$ cat src/rtl/greenhouse_display_pkg.sv
// greenhouse_display_pkg
//   Shared types and constants for the greenhouse VGA status display path:
//   BCD temperature word layout, set-point limit defaults, button FSM states,
//   and small BCD helper functions.
//   BCD word: [9:8]=hundreds, [7:4]=tens, [3:0]=ones.
package greenhouse_display_pkg;

   localparam int HUND       = 2;
   localparam int TENS       = 4;
   localparam int ONES       = 4;
   localparam int TEMP_BCD_W = HUND + TENS + ONES;
   localparam int ONES_LSB   = 0;
   localparam int TENS_LSB   = ONES_LSB + ONES;
   localparam int HUND_LSB   = TENS_LSB + TENS;

   // Limits shared with display_controller (decimal degrees F)
   localparam int unsigned SET_MIN_DEF     = 40;
   localparam int unsigned SET_MAX_DEF     = 100;
   localparam int unsigned SET_DEFAULT_DEF = 70;

   typedef struct packed {
      logic [HUND-1:0] hund;
      logic [TENS-1:0] tens;
      logic [ONES-1:0] ones;
   } bcd_temp_t;

   typedef enum logic [1:0] {
      BTN_IDLE   = 2'd0,
      BTN_HELD   = 2'd1,
      BTN_REPEAT = 2'd2
   } btn_state_e;

   // Decimal constant to BCD word (elaboration-time use only)
   function automatic bcd_temp_t to_bcd(input int unsigned v);
      bcd_temp_t b;
      b.hund = HUND'((v / 100) % 4);
      b.tens = TENS'((v / 10) % 10);
      b.ones = ONES'(v % 10);
      return b;
   endfunction

   function automatic bcd_temp_t bcd_inc(input bcd_temp_t a);
      bcd_temp_t r;
      r = a;
      if (a.ones == 4'd9) begin
         r.ones = '0;
         if (a.tens == 4'd9) begin
            r.tens = '0;
            r.hund = a.hund + 2'd1;
         end else begin
            r.tens = a.tens + 4'd1;
         end
      end else begin
         r.ones = a.ones + 4'd1;
      end
      return r;
   endfunction

   function automatic bcd_temp_t bcd_dec(input bcd_temp_t a);
      bcd_temp_t r;
      r = a;
      if (a.ones == 4'd0) begin
         r.ones = 4'd9;
         if (a.tens == 4'd0) begin
            r.tens = 4'd9;
            r.hund = a.hund - 2'd1;
         end else begin
            r.tens = a.tens - 4'd1;
         end
      end else begin
         r.ones = a.ones - 4'd1;
      end
      return r;
   endfunction

   // The 2-bit hundreds field cannot exceed 3, so only tens/ones need checking.
   function automatic logic bcd_valid(input bcd_temp_t a);
      return (a.tens <= 4'd9) && (a.ones <= 4'd9);
   endfunction

endpackage

$ cat src/rtl/button_conditioner.sv
// button_conditioner
//   One pushbutton: 2-FF synchronizer, debounce, and IDLE/HELD/REPEAT
//   stepping FSM.
//   Ports:
//     clk_i       system clock
//     rst_i       synchronous active-high reset
//     key_n_i     raw button, active-low, asynchronous
//     pressed_o   debounced level, 1 = pressed
//     step_pulse  one-cycle step request
module button_conditioner
   import greenhouse_display_pkg::*;
#(
   parameter int unsigned DEBOUNCE_CYCLES = 500000,
   parameter int unsigned HOLD_CYCLES     = 25000000,
   parameter int unsigned REPEAT_CYCLES   = 5000000
)(
   input  logic clk_i,
   input  logic rst_i,
   input  logic key_n_i,
   output logic pressed_o,
   output logic step_pulse
);

   localparam int unsigned TM_MAX = (HOLD_CYCLES > REPEAT_CYCLES) ? HOLD_CYCLES : REPEAT_CYCLES;
   localparam int DB_W = $clog2(DEBOUNCE_CYCLES + 1);
   localparam int TM_W = $clog2(TM_MAX + 1);

   logic [1:0]      sync_q;
   logic            raw_press;
   logic            deb_q, deb_d, deb_prev_q;
   logic [DB_W-1:0] db_cnt_q, db_cnt_d;
   btn_state_e      state_q, state_d;
   logic [TM_W-1:0] tm_cnt_q, tm_cnt_d;
   logic            press_edge;

   assign raw_press = ~sync_q[1];
   assign pressed_o = deb_q;
   assign press_edge = deb_q & ~deb_prev_q;

   // Count consecutive samples that disagree with the debounced level; any
   // agreeing sample restarts the count. The Nth disagreeing sample is accepted.
   always_comb begin
      db_cnt_d = '0;
      deb_d    = deb_q;
      if (raw_press != deb_q) begin
         if (db_cnt_q == DB_W'(DEBOUNCE_CYCLES - 1)) deb_d = raw_press;
         else                                       db_cnt_d = db_cnt_q + 1'b1;
      end
   end

   always_comb begin
      state_d    = state_q;
      tm_cnt_d   = tm_cnt_q;
      step_pulse = 1'b0;
      case (state_q)
         BTN_IDLE: begin
            tm_cnt_d = '0;
            if (press_edge) begin
               step_pulse = 1'b1;
               state_d    = BTN_HELD;
            end
         end
         BTN_HELD: begin
            if (!deb_q) begin
               state_d  = BTN_IDLE;
               tm_cnt_d = '0;
            end else if (tm_cnt_q == TM_W'(HOLD_CYCLES - 1)) begin
               step_pulse = 1'b1;
               state_d    = BTN_REPEAT;
               tm_cnt_d   = '0;
            end else begin
               tm_cnt_d = tm_cnt_q + 1'b1;
            end
         end
         BTN_REPEAT: begin
            if (!deb_q) begin
               state_d  = BTN_IDLE;
               tm_cnt_d = '0;
            end else if (tm_cnt_q == TM_W'(REPEAT_CYCLES - 1)) begin
               step_pulse = 1'b1;
               tm_cnt_d   = '0;
            end else begin
               tm_cnt_d = tm_cnt_q + 1'b1;
            end
         end
         default: begin
            state_d  = BTN_IDLE;
            tm_cnt_d = '0;
         end
      endcase
   end

   always_ff @(posedge clk_i) begin
      if (rst_i) begin
         sync_q     <= 2'b11;   // released level
         deb_q      <= 1'b0;
         deb_prev_q <= 1'b0;
         db_cnt_q   <= '0;
         state_q    <= BTN_IDLE;
         tm_cnt_q   <= '0;
      end else begin
         sync_q     <= {sync_q[0], key_n_i};
         deb_q      <= deb_d;
         deb_prev_q <= deb_q;
         db_cnt_q   <= db_cnt_d;
         state_q    <= state_d;
         tm_cnt_q   <= tm_cnt_d;
      end
   end

endmodule

$ cat src/rtl/set_temp_controller.sv
// set_temp_controller
//   Set-point entry from two buttons plus frame-synchronous latching of the
//   set-point and actual temperature for the VGA digit renderers.
//   Ports:
//     CLOCK_50      system clock
//     reset         synchronous active-high reset
//     KEY_UP_N      raise button, active-low, async
//     KEY_DOWN_N    lower button, active-low, async
//     VGA_VS        vertical sync, active-low, foreign clock domain
//     TEMP_F_IN     actual temperature, BCD (quasi-static)
//     SET_TEMP_BCD  displayed set-point, BCD, changes only at vsync start
//     TEMP_F_DISP   displayed actual temperature, BCD, changes only at vsync start
//     SET_CHANGED   one-cycle pulse after a latch that changed SET_TEMP_BCD
module set_temp_controller
   import greenhouse_display_pkg::*;
#(
   parameter int unsigned DEBOUNCE_CYCLES = 500000,
   parameter int unsigned HOLD_CYCLES     = 25000000,
   parameter int unsigned REPEAT_CYCLES   = 5000000,
   parameter int unsigned SET_MIN         = SET_MIN_DEF,
   parameter int unsigned SET_MAX         = SET_MAX_DEF,
   parameter int unsigned SET_DEFAULT     = SET_DEFAULT_DEF
)(
   input  logic                  CLOCK_50,
   input  logic                  reset,
   input  logic                  KEY_UP_N,
   input  logic                  KEY_DOWN_N,
   input  logic                  VGA_VS,
   input  logic [TEMP_BCD_W-1:0] TEMP_F_IN,
   output logic [TEMP_BCD_W-1:0] SET_TEMP_BCD,
   output logic [TEMP_BCD_W-1:0] TEMP_F_DISP,
   output logic                  SET_CHANGED
);

   localparam bcd_temp_t MIN_BCD = to_bcd(SET_MIN);
   localparam bcd_temp_t MAX_BCD = to_bcd(SET_MAX);
   localparam bcd_temp_t DEF_BCD = to_bcd(SET_DEFAULT);

   logic up_pressed, up_step, dn_pressed, dn_step;
   logic do_up, do_dn;

   bcd_temp_t set_work_q, set_work_d;
   logic [1:0] vs_sync_q;
   logic       vs_dly_q, vs_fall;
   logic [TEMP_BCD_W-1:0] set_disp_q, set_disp_d, temp_disp_q, temp_disp_d;
   logic       set_chg_q, set_chg_d;

   button_conditioner #(
      .DEBOUNCE_CYCLES (DEBOUNCE_CYCLES),
      .HOLD_CYCLES     (HOLD_CYCLES),
      .REPEAT_CYCLES   (REPEAT_CYCLES)
   ) u_btn_up (
      .clk_i      (CLOCK_50),
      .rst_i      (reset),
      .key_n_i    (KEY_UP_N),
      .pressed_o  (up_pressed),
      .step_pulse (up_step)
   );

   button_conditioner #(
      .DEBOUNCE_CYCLES (DEBOUNCE_CYCLES),
      .HOLD_CYCLES     (HOLD_CYCLES),
      .REPEAT_CYCLES   (REPEAT_CYCLES)
   ) u_btn_dn (
      .clk_i      (CLOCK_50),
      .rst_i      (reset),
      .key_n_i    (KEY_DOWN_N),
      .pressed_o  (dn_pressed),
      .step_pulse (dn_step)
   );

   // Both held suppresses everything; simultaneous opposite steps cancel.
   assign do_up = up_step & ~dn_step & ~(up_pressed & dn_pressed);
   assign do_dn = dn_step & ~up_step & ~(up_pressed & dn_pressed);

   // Valid BCD words order the same as their decimal values, so a plain
   // vector compare implements the saturation limits.
   always_comb begin
      set_work_d = set_work_q;
      if (do_up && (TEMP_BCD_W'(set_work_q) < TEMP_BCD_W'(MAX_BCD)))
         set_work_d = bcd_inc(set_work_q);
      else if (do_dn && (TEMP_BCD_W'(set_work_q) > TEMP_BCD_W'(MIN_BCD)))
         set_work_d = bcd_dec(set_work_q);
   end

   assign vs_fall = vs_dly_q & ~vs_sync_q[1];

   always_comb begin
      set_disp_d  = set_disp_q;
      temp_disp_d = temp_disp_q;
      set_chg_d   = 1'b0;
      if (vs_fall) begin
         set_disp_d = set_work_q;
         set_chg_d  = (TEMP_BCD_W'(set_work_q) != set_disp_q);
         if (bcd_valid(bcd_temp_t'(TEMP_F_IN))) temp_disp_d = TEMP_F_IN;
      end
   end

   always_ff @(posedge CLOCK_50) begin
      if (reset) begin
         set_work_q  <= DEF_BCD;
         vs_sync_q   <= 2'b11;
         vs_dly_q    <= 1'b1;
         set_disp_q  <= TEMP_BCD_W'(DEF_BCD);
         temp_disp_q <= '0;
         set_chg_q   <= 1'b0;
      end else begin
         set_work_q  <= set_work_d;
         vs_sync_q   <= {vs_sync_q[0], VGA_VS};
         vs_dly_q    <= vs_sync_q[1];
         set_disp_q  <= set_disp_d;
         temp_disp_q <= temp_disp_d;
         set_chg_q   <= set_chg_d;
      end
   end

   assign SET_TEMP_BCD = set_disp_q;
   assign TEMP_F_DISP  = temp_disp_q;
   assign SET_CHANGED  = set_chg_q;

endmodule

$ cat config.mk
export PLATFORM = sky130hd
export DESIGN_NAME = set_temp_controller
export DESIGN_NICKNAME = d
export VERILOG_FILES = /design/src/rtl/greenhouse_display_pkg.sv /design/src/rtl/button_conditioner.sv /design/src/rtl/set_temp_controller.sv
export SDC_FILE = /design/constraint.sdc
export NUM_CORES = 1
export LEC_CHECK = 0
export ABC_AREA = 1
export CORE_AREA = 2 2 128 105
export CTS_BUF_LIST = sky130_fd_sc_hd__clkbuf_8
export CTS_CLUSTER_DIAMETER = 60
export DETAILED_ROUTE_END_ITERATION = 10
export DIE_AREA = 0 0 130 107
export GPL_ROUTABILITY_DRIVEN = 0
export PLACE_DENSITY_LB_ADDON = 0.3
export RECOVER_POWER = 25
export SYNTH_ARGS = -nofsm -noshare
export SYNTH_HDL_FRONTEND = slang
export SYNTH_HIERARCHICAL = 1
export SYNTH_SLANG_ARGS = --single-unit
$ cat constraint.sdc
create_clock -name CLOCK_50 -period 3.12 [get_ports CLOCK_50]
set_input_delay 0.624 -clock CLOCK_50 [delete_from_list [all_inputs] [get_ports CLOCK_50]]
set_output_delay 0.624 -clock CLOCK_50 [all_outputs]
set_load 0.02 [all_outputs]
# Yosys cells after proc, flatten, opt, wreduce, memory -nomap -nowiden
# Cells that the tools add are included.
# totals
latch_bits,0
mem_bits_rw,0
mem_bits_ro,0
register_bits,134
mem_count,0
# op_classes
n_lt_le_gt_ge,4
n_eq_ne,23
div,0
mul,0
addsub,10
mux,42
bitwise_logic,19
shifts,0
n_reduce_logical,20
# ops
op,n
2-to-1 mux 25 bit,8
case mux 25 bit (2 select lines),2
"adder 25 x 1 -> 25 bit, second input constant",2
"== test 25 x 23 -> 1 bit, second input constant",2
"== test 25 bit, second input constant",2
"adder 19 x 1 -> 19 bit, second input constant",2
"== test 19 bit, second input constant",2
2-to-1 mux 10 bit,2
2-to-1 mux 2 bit,10
2-to-1 mux 4 bit,4
2-to-1 mux 6 bit,2
case mux 2 bit (3 select lines),2
NOT 1 bit,11
"greater-than comparator 10 x 7 -> 1 bit, second input constant",1
"less-than comparator 10 x 9 -> 1 bit, second input constant",1
2-to-1 mux 1 bit,10
!= test 10 bit,1
AND reduction 3 bit,3
"adder 4 x 1 -> 4 bit, second input constant",2
AND 1 bit,8
"== test 4 bit, second input constant",2
"less-or-equal comparator 4 bit, second input constant",2
logical NOT 4 bit,2
"!= test 2 x 1 -> 1 bit, second input constant",4
16 further kinds,31

# Logic depth before layout (Yosys ltp)
# Gate-level depths: netlist of the first run.
# depth
ltp_word,10
mapped_depth,19
mapped_depth_nobuf,19

# By module
# Netlist of the first run, hierarchy kept.
# by_module_without_submodules
module,n_inst,seq_area_each_um2,cells_per_inst,area_per_inst_um2
button_conditioner at u_btn_up,1,1001.0,385,2721.4
button_conditioner at u_btn_dn,1,1001.0,391,2668.8
set_temp_controller,1,680.7,252,1841.8

# Least setup slack after synthesis of the first run
# Ideal clock, no wire load.
# synth_path
kind,reg2reg
from,register u_btn_up.tm_cnt_q[0]
to,register set_work_q[9] (netlist bit)
path_stages_with_launch,17
setup_slack_ns,0.967
setup_ns,0.125
t_required_ns,2.995
path_buffers,0
synth_period_minus_slack_ns,2.153
t_arrival_ns,2.028
path_cell_list,dfxtp_1 -> ha_1 -> nand3_4 -> nor2_4 -> nand3_2 -> nand2_1 -> nand3_1 -> a21oi_1 -> nand3_1 -> nor2_4 -> nand2_1 -> nand2_1 -> nor2_4 -> nand2_2 -> nand2_1 -> nand2_1 -> nor2_2
# synth_between
elab_chain_len,10
elab_cells_between_ends,21
# synth_rtl
item,line_no,source
start: declaration,button_conditioner.sv:33,"logic [TM_W-1:0] tm_cnt_q, tm_cnt_d;"
start signal: assignment,button_conditioner.sv:107,tm_cnt_q <= tm_cnt_d;
== test 25 x 23 -> 1 bit or == test 25 bit (tied branches),"button_conditioner.sv:79, button_conditioner.sv:67",
"2-to-1 mux 1 bit, on equally long branches","button_conditioner.sv:79, button_conditioner.sv:67",
"2-to-1 mux 1 bit, on equally long branches","button_conditioner.sv:76, button_conditioner.sv:64",
case mux 1 bit (3 select lines) (*),button_conditioner.sv:55,case (state_q)
via up_step,set_temp_controller.sv:39,"logic up_pressed, up_step, dn_pressed, dn_step;"
NOT 1 bit,set_temp_controller.sv:74,assign do_dn = dn_step & ~up_step & ~(up_pressed & dn_pressed);
AND 1 bit (2 in a row),set_temp_controller.sv:74,
logical AND 1 bit,set_temp_controller.sv:82,else if (do_dn && (TEMP_BCD_W'(set_work_q) > TEMP_BCD_W'(MIN_BCD)))
nonzero test 2 bit (no line),--,
AND reduction 5 bit (no line),--,
end signal: assignment,set_temp_controller.sv:108,set_work_q <= set_work_d;
end: declaration,set_temp_controller.sv:42,"bcd_temp_t set_work_q, set_work_d;"
# Mark *: on every way through the listed nets, which the timed path passes. The rest lies on a longest branch.
# A chain may end at the register's enable or synchronous reset.

# Worst setup path in the final report of the first run
# Same ends and word-level chain as after synthesis.

==> results of run 1 <==
-- metrics by stage --
step	cells	power, mW	instance area (sq um)	setup slack, ps	util, %
5_1_grt	1256	3.41	8060	246	63.8
6_report	1256	3.28	8060	615	63.8
4_1_cts	1256	3.32	8070	640	63.9
3_3_place_gp	1226	1.87	7670	754	60.7
3_5_place_dp	1226	1.87	7670	654	60.7
2_1_floorplan	1028	1.82	7230	967	-
-- logic make-up after synthesis --
logic type                 share of synthesized area, %
DFF                                                37.1
adders and majority gates                          2.42
and+or+nand+nor                                    38.9
xor gates and xnor gates                           7.02
buffers and inverters                              8.91
AOI/OAI and AO/OA                                  5.62
-- state kept, by name, summed over array words and instances (netlist names) --
signal,count
u_btn_dn/tm_cnt_q,25
u_btn_up/tm_cnt_q,25
u_btn_dn/db_cnt_q,19
u_btn_up/db_cnt_q,19
SET_TEMP_BCD,10
TEMP_F_DISP,10
set_work_q,10
u_btn_dn/state_q,2
u_btn_dn/sync_q,2
u_btn_up/state_q,2
u_btn_up/sync_q,2
vs_sync_q,2
SET_CHANGED,1
u_btn_dn/deb_prev_q,1
u_btn_dn/pressed_o,1
u_btn_up/deb_prev_q,1
u_btn_up/pressed_o,1
vs_dly_q,1
-- worst paths after layout --
| kind | startpoint | endpoint | cells past startpoint |
|---|---|---|---|
| setup reg to reg | u_btn_up/tm_cnt_q[0] | set_work_q[9] | 16 |
| hold / removal | u_btn_up/sync_q[0] | u_btn_up/sync_q[1] | 1 |
| setup / recovery | u_btn_up/tm_cnt_q[0] | set_work_q[9] | 16 |
| hold reg to reg | u_btn_up/sync_q[0] | u_btn_up/sync_q[1] | 1 |
-- power by group --
part,switching (mW),internal (mW)
clock network,0.633,0.813
logic,0.0512,0.0463
registers,0.00834,1.72
-- area by class of cell --
| class | count | area share, % |
|---|---|---|
| tap | 175 | 2.72 |
| multi-input combinational | 747 | 48.4 |
| timing repair buffer | 37 | 4.49 |
| sequential | 134 | 33.3 |
| inverter | 133 | 6.23 |
| clock buffer | 19 | 3.24 |
| clock inverter | 11 | 1.68 |
-- layer usage --
layer / routed length, um / part of all wire, %
met5: 0 / 0
met4: 156 / 1.1
met3: 533 / 3.7
met2: 6550 / 45
met1: 7250 / 50
-- critical path: stages (launching register included) --
cell     delay [ps]
dfxtp_1         410
ha_1            270
nand3_4         140
nor2_4          160
nand3_2          90
nand2_1          70
nand3_1          80
a21oi_1         260
nand3_1         170
nor2_4          230
nand2_2         110
nand2_1         120
nor2_4           40
nand2_2          70
nand2_1          50
nand2_1          70
nor2_2           30
-- placed cells by master (no fill, tap or decap), types with 12 or more instances in the layout --
master             n
xnor2_1           17
inv_1            120
nand3_1           65
nand2_1          230
inv_2             12
nand2_2           16
nor2_1           165
nor2_2            18
clkbuf_8          19
nand4_1           16
xor2_1            41
dfxtp_1          134
ha_1              14
a21oi_1           35
clkdlybuf4s50_1   34
o21ai_0           38
nor3_1            36
==> summary.txt, run 1 <==
Die
  • Chip Width: 130 um
  • Die height: approximately 110 um
  • Initial Util: approximately 57%
  • Core area: roughly 0.013 sq mm
  • Row cnt: 37
  • I/O Pins: 36
  • Die area: about 0.014 sq mm

Job
  • Max Cap Viol: 0

Clocking
  • Setup bufs post-CTS: 0
  • Clock-pin slew on the worst setup and hold paths: approximately 70 ps
  • Clock Latency Late Sink: 430 ps
  • Sink Count: roughly 130
  • CTS tree: built
  • Clock Path Buffers: 2
  • Clock root buffer: clkbuf_8
  • # H-tree levels: 4
  • Quantity of gates resized following cts: 0
  • Cts-stage hold buffer count: 0
  • Total CTS buffers: 17

Cells and area
  • Area Overhead vs Synth: 11.4%
  • Fillers: 1183
  • FF+latch area: about 0.0027 sq mm
  • Ant. Diodes: 0
  • Layout cells sized above 1: a little over a tenth
  • Nets: roughly 1100
  • Area of the multi-input gates: a little under 0.004 sq mm

Critical path
  • Crit path kind: reg -> reg
  • Worst EP arrival: 2800 ps
  • CP max FO: 10
  • Req. time, crit path: 3420 ps
  • Reg2reg setup slack: around 620 ps
  • Crit path launch type: flop
  • CP Capture Type: flop

Logic synthesis
  • Mapped Cells: a little over 1000
  • EDFF count, synth: 0
  • Most frequent cell after synthesis: nand2_1
  • Synth area leaders: dfxtp_1, nand2_1, nor2_1, inv_1, xor2_1
  • Yosys top cell by area: dfxtp_1
  • Post-Syn Area: between 0.007 and 0.008 sq mm
  • Asr flop ratio synth: 0%
  • Sequential cell area fraction in the yosys report: between 30% and 40%
  • Synthesized Nets: 1057
  • Ys Warns: 6
  • Commonest cells post-synth: nand2_1, nor2_1, dfxtp_1
  • Yosys top cell area share: a little under two fifths
  • Ys flop type: dfxtp_1
  • Yosys cell types: 40
  • Number of synthesized register bits: ~130
  • Syn Area/Cell: 7.03 sq um

STA
  • Slew headroom: 36.9%
  • Final min period: about 2500 ps
  • Setup TNS: 0 ps
  • Achievable Freq: ~400 MHz
  • Final Hold Viols: 0
  • # setup viols final: 0
  • Worst Skew: 8.43 ps
  • RSZ-0062 raised after global routing: false
  • Fin crit share: about 80%
  • Hold WS: between 400 and 500 ps
  • Slew @ Worst Pin: between 900 and 1000 ps
  • Slew Viols, Final: 0

Detailed routing
  • DRT iter0 DRCs: between 400 and 500
  • Pre-antenna DRT Iters: 5
  • Routed length per instance: approximately 12 um
  • WL final: approximately 14000 um
  • Routed Antenna Nets: 0
  • Drt via density: around 5.0
  • Drc violations: 0
  • Via Count: 6260

Power
  • Leakage: roughly 3.1 nW
  • VDD IR-drop max: between 0.0003 and 0.0004 V
  • P per Cell Area: 406 mW/mm^2

Min path
  • Hold/Removal Path Class: reg -> reg

Outcome
  • Status: finished clean

Placement
  • PortBufs: 35
  • Post-DP HPWL: about 11000 um

Global routing
  • Met3 Use GR: between 4 and 5%
  • Busiest grt layer: met2
  • Pin count of the biggest net entering global routing: 26
  • Initial antenna violation count: 0
  • GRT Total Usage: 22.4%
  • Gr ovfl total: 0
  • Met2 Use GR: between 30 and 40%
  • Met1 Use GR: 29.9%
  • First-pass GRT wire length: 25600 um
  • Vias in the first global route: around 5900
Power figures use the tool's default switching activity.
==> run 2: changes to the inputs <==
--- a/config.mk
+++ b/config.mk
@@ -6,11 +6,11 @@
 export NUM_CORES = 1
 export LEC_CHECK = 0
 export ABC_AREA = 1
-export CORE_AREA = 2 2 128 105
+export CORE_AREA = 2 2 129 106
 export CTS_BUF_LIST = sky130_fd_sc_hd__clkbuf_8
 export CTS_CLUSTER_DIAMETER = 60
 export DETAILED_ROUTE_END_ITERATION = 10
-export DIE_AREA = 0 0 130 107
+export DIE_AREA = 0 0 131 108
 export GPL_ROUTABILITY_DRIVEN = 0
 export PLACE_DENSITY_LB_ADDON = 0.3
 export RECOVER_POWER = 25
==> constraint.sdc (replaced) <==
create_clock -name CLOCK_50 -period 2.1 [get_ports CLOCK_50]
set_input_delay 0.42 -clock CLOCK_50 [delete_from_list [all_inputs] [get_ports CLOCK_50]]
set_output_delay 0.42 -clock CLOCK_50 [all_outputs]
set_load 0.02 [all_outputs]
==> summary.txt, run 2 (synthesis gave the netlist of run 1 again) <==
Outcome
  • Status: complete, but fails checks
  • Violated checks: negative setup slack

Global routing
  • First-pass GRT wire length: 26700 um (+4.4%)
  • Gr ovfl total: 0 (unchanged)
  • Vias in the first global route: 6093 (+3.9%)
  • Pin count of the biggest net entering global routing: 26 (unchanged)
  • Initial antenna violation count: 0 (unchanged)
  • GRT Total Usage: 23.4% (+0.96 points)

Cells and area
  • Area of the multi-input gates: 0.00415 sq mm (+6.5%)
  • FF+latch area: 0.00271 sq mm (+0.98%)
  • Layout cells sized above 1: 22.0% (+11 points)
  • Most frequent cells in the layout: nand2_1, nor2_1, inv_1, dfxtp_1, buf_4
  • Fillers: 1032 (-13%)
  • Ant. Diodes: 0 (unchanged)
  • Top Registers: u_btn_dn/tm_cnt_q x25, u_btn_up/tm_cnt_q x25
  • Core Util, Final: 68.8% (+5.1 points)
  • Area Overhead vs Synth: 21.2%
  • Most common cell after layout, fill and taps aside: nand2_1
  • Non-Filler Instances: 1322 (+5.3%)
  • Nets: 1163 (+5.8%)

STA
  • Hold WS: 413 ps (-8.80 ps)
  • # setup viols final: 1 (+1)
  • RSZ-0062 raised after global routing: true
  • Final Hold Viols: 0 (unchanged)
  • Slew @ Worst Pin: 384 ps (-563 ps)
  • Worst Skew: 9.35 ps (+0.916 ps)
  • Final min period: 2120 ps (-383 ps)
  • Achievable Freq: 471 MHz (+18%)
  • Final worst-path setup slack: -22.0 ps (-637 ps)
  • Slew headroom: 74.4% (+38 points)
  • Slew Viols, Final: 0 (unchanged)
  • Fin crit share: 101% (+21 points)

Die
  • Chip Width: 131 um (+0.77%)
  • Row cnt: 37 (unchanged)
  • Initial Util: 56.8% (-0.42 points)
  • Die height: 108 um (+0.93%)
  • Die area: 0.0141 sq mm (+1.7%)
  • I/O Pins: 36 (unchanged)
  • Core area: 0.0127 sq mm (+0.73%)

Power
  • VDD IR-drop max: 0.000382 V (-2.5%)
  • Leakage: 3.44 nW (+11%)
  • P per Cell Area: 527 mW/mm^2 (+30%)
  • Total Power: 4.62 mW (+41%)

Placement
  • Dpl cells: 1281 (+4.5%)
  • PortBufs: 35 (unchanged)
  • Pre-CTS WS: -80.8 ps (-735 ps)
  • Post-DP HPWL: 11500 um (+6.8%)

Detailed routing
  • Pre-antenna DRT Iters: 6 (+1)
  • Drt via density: 5.11 (+2.5%)
  • WL final: 16600 um (+14%)
  • Drc violations: 0 (unchanged)
  • DRT iter0 DRCs: 518 (+13%)
  • Routed Antenna Nets: 0 (unchanged)
  • Routed length per instance: 12.5 um (+8.6%)
  • Via Count: 6756 (+7.9%)

Clocking
  • Total CTS buffers: 17 (unchanged)
  • Clock-pin slew on the worst setup and hold paths: 80 ps (about the same)
  • Clock Path Buffers: 2 (unchanged)
  • CTS tree: built
  • Clock Latency Late Sink: 450 ps (+20 ps)
  • Clock root buffer: clkbuf_8
  • # H-tree levels: 4 (unchanged)
  • Sink Count: 134 (unchanged)

Job
  • Max Cap Viol: 0 (unchanged)

Critical path
  • Req. time, crit path: 2440 ps (-980 ps)
  • Worst EP arrival: 2460 ps (-340 ps)
  • Crit path kind: reg -> reg
  • CP Capture Type: flop
  • Crit path launch type: flop
  • CP max FO: 8 (-2)

Min path
  • Hold/Removal Path Class: reg -> reg
[run 2: cell count changes in the layout (fill, tap and decap cells not counted), moves of 12 or more]
cell,before,now
buf_4,1,62
dfxtp_1,134,113
nand2_1,230,218
nor2_2,18,31
nor2_1,165,149
dfxtp_2,0,21
[run 2: layout make-up]
cell class | instances | share of cell area, %
tap | 175 | 2.50
clock buffer | 17 | 2.67
inverter | 133 | 5.75
multi-input combinational | 749 | 47.4
timing repair buffer | 99 | 9.58
clock inverter | 15 | 1.24
sequential | 134 | 30.9
[run 2: critical path, cell delays in order (launching register included)]
cell and delay (ps):
dfxtp_2 340, nor2_2 120, nand3_2 100, nor2_4 160
nand3_2 90, nand2_1 90, nand3_2 90, a21oi_4 170
nand3_2 130, nor2_4 160, buf_4 170, nand2_1 90
nand2_1 110, nand2_1 80, nand2_1 70, a21oi_1 40
[run 2: through the flow]
| step | area (sq um) | TNS [ps] |
|---|---|---|
| after global routing | 8760 | -1030 |
| final | 8760 | -22.0 |
| after CTS | 8530 | 0 |
| after detailed placement | 8100 | -238 |
| after global placement | 8100 | -8.50 |
| after floorplan | 7250 | 0 |
[run 2: repair_timing]
| action | in CTS | in global routing |
|---|---|---|
| gates resized for setup | 18 | 61 |
| cloned | 2 | 0 |
| pin swaps | 4 | 29 |
| hold buffers | 0 | 0 |
| setup endpoints to repair | 10 | 10 |
| setup buffers | 2 | 5 |
[run 2: metal layers]
metal  up-vias  part of all wire [%]  track usage [%]
li1       3447                     -                -
met5         -                     0                0
met3        38                   4.7             4.26
met4         0                   2.4             8.97
met1      3085                    47             32.3
met2       186                    46             36.3
[run 2: worst paths after layout]
kind                                            from       endpoint  slack, ps  cells after the start
worst max-delay path            u_btn_up/tm_cnt_q[6]  set_work_q[2]        -20                     15
worst min-delay path                    vs_sync_q[0]   vs_sync_q[1]        410                      1
worst max register to register  u_btn_up/tm_cnt_q[6]  set_work_q[2]        -20                     15
worst min register to register          vs_sync_q[0]   vs_sync_q[1]        410                      1
[run 2: where the power goes]
group	switching, mW	total [mW]	internal (mW)
registers	0.0131	2.57	2.56
logic	0.0782	0.151	0.0733
clock network	1.08	1.90	0.814
total	1.17	4.62	3.45
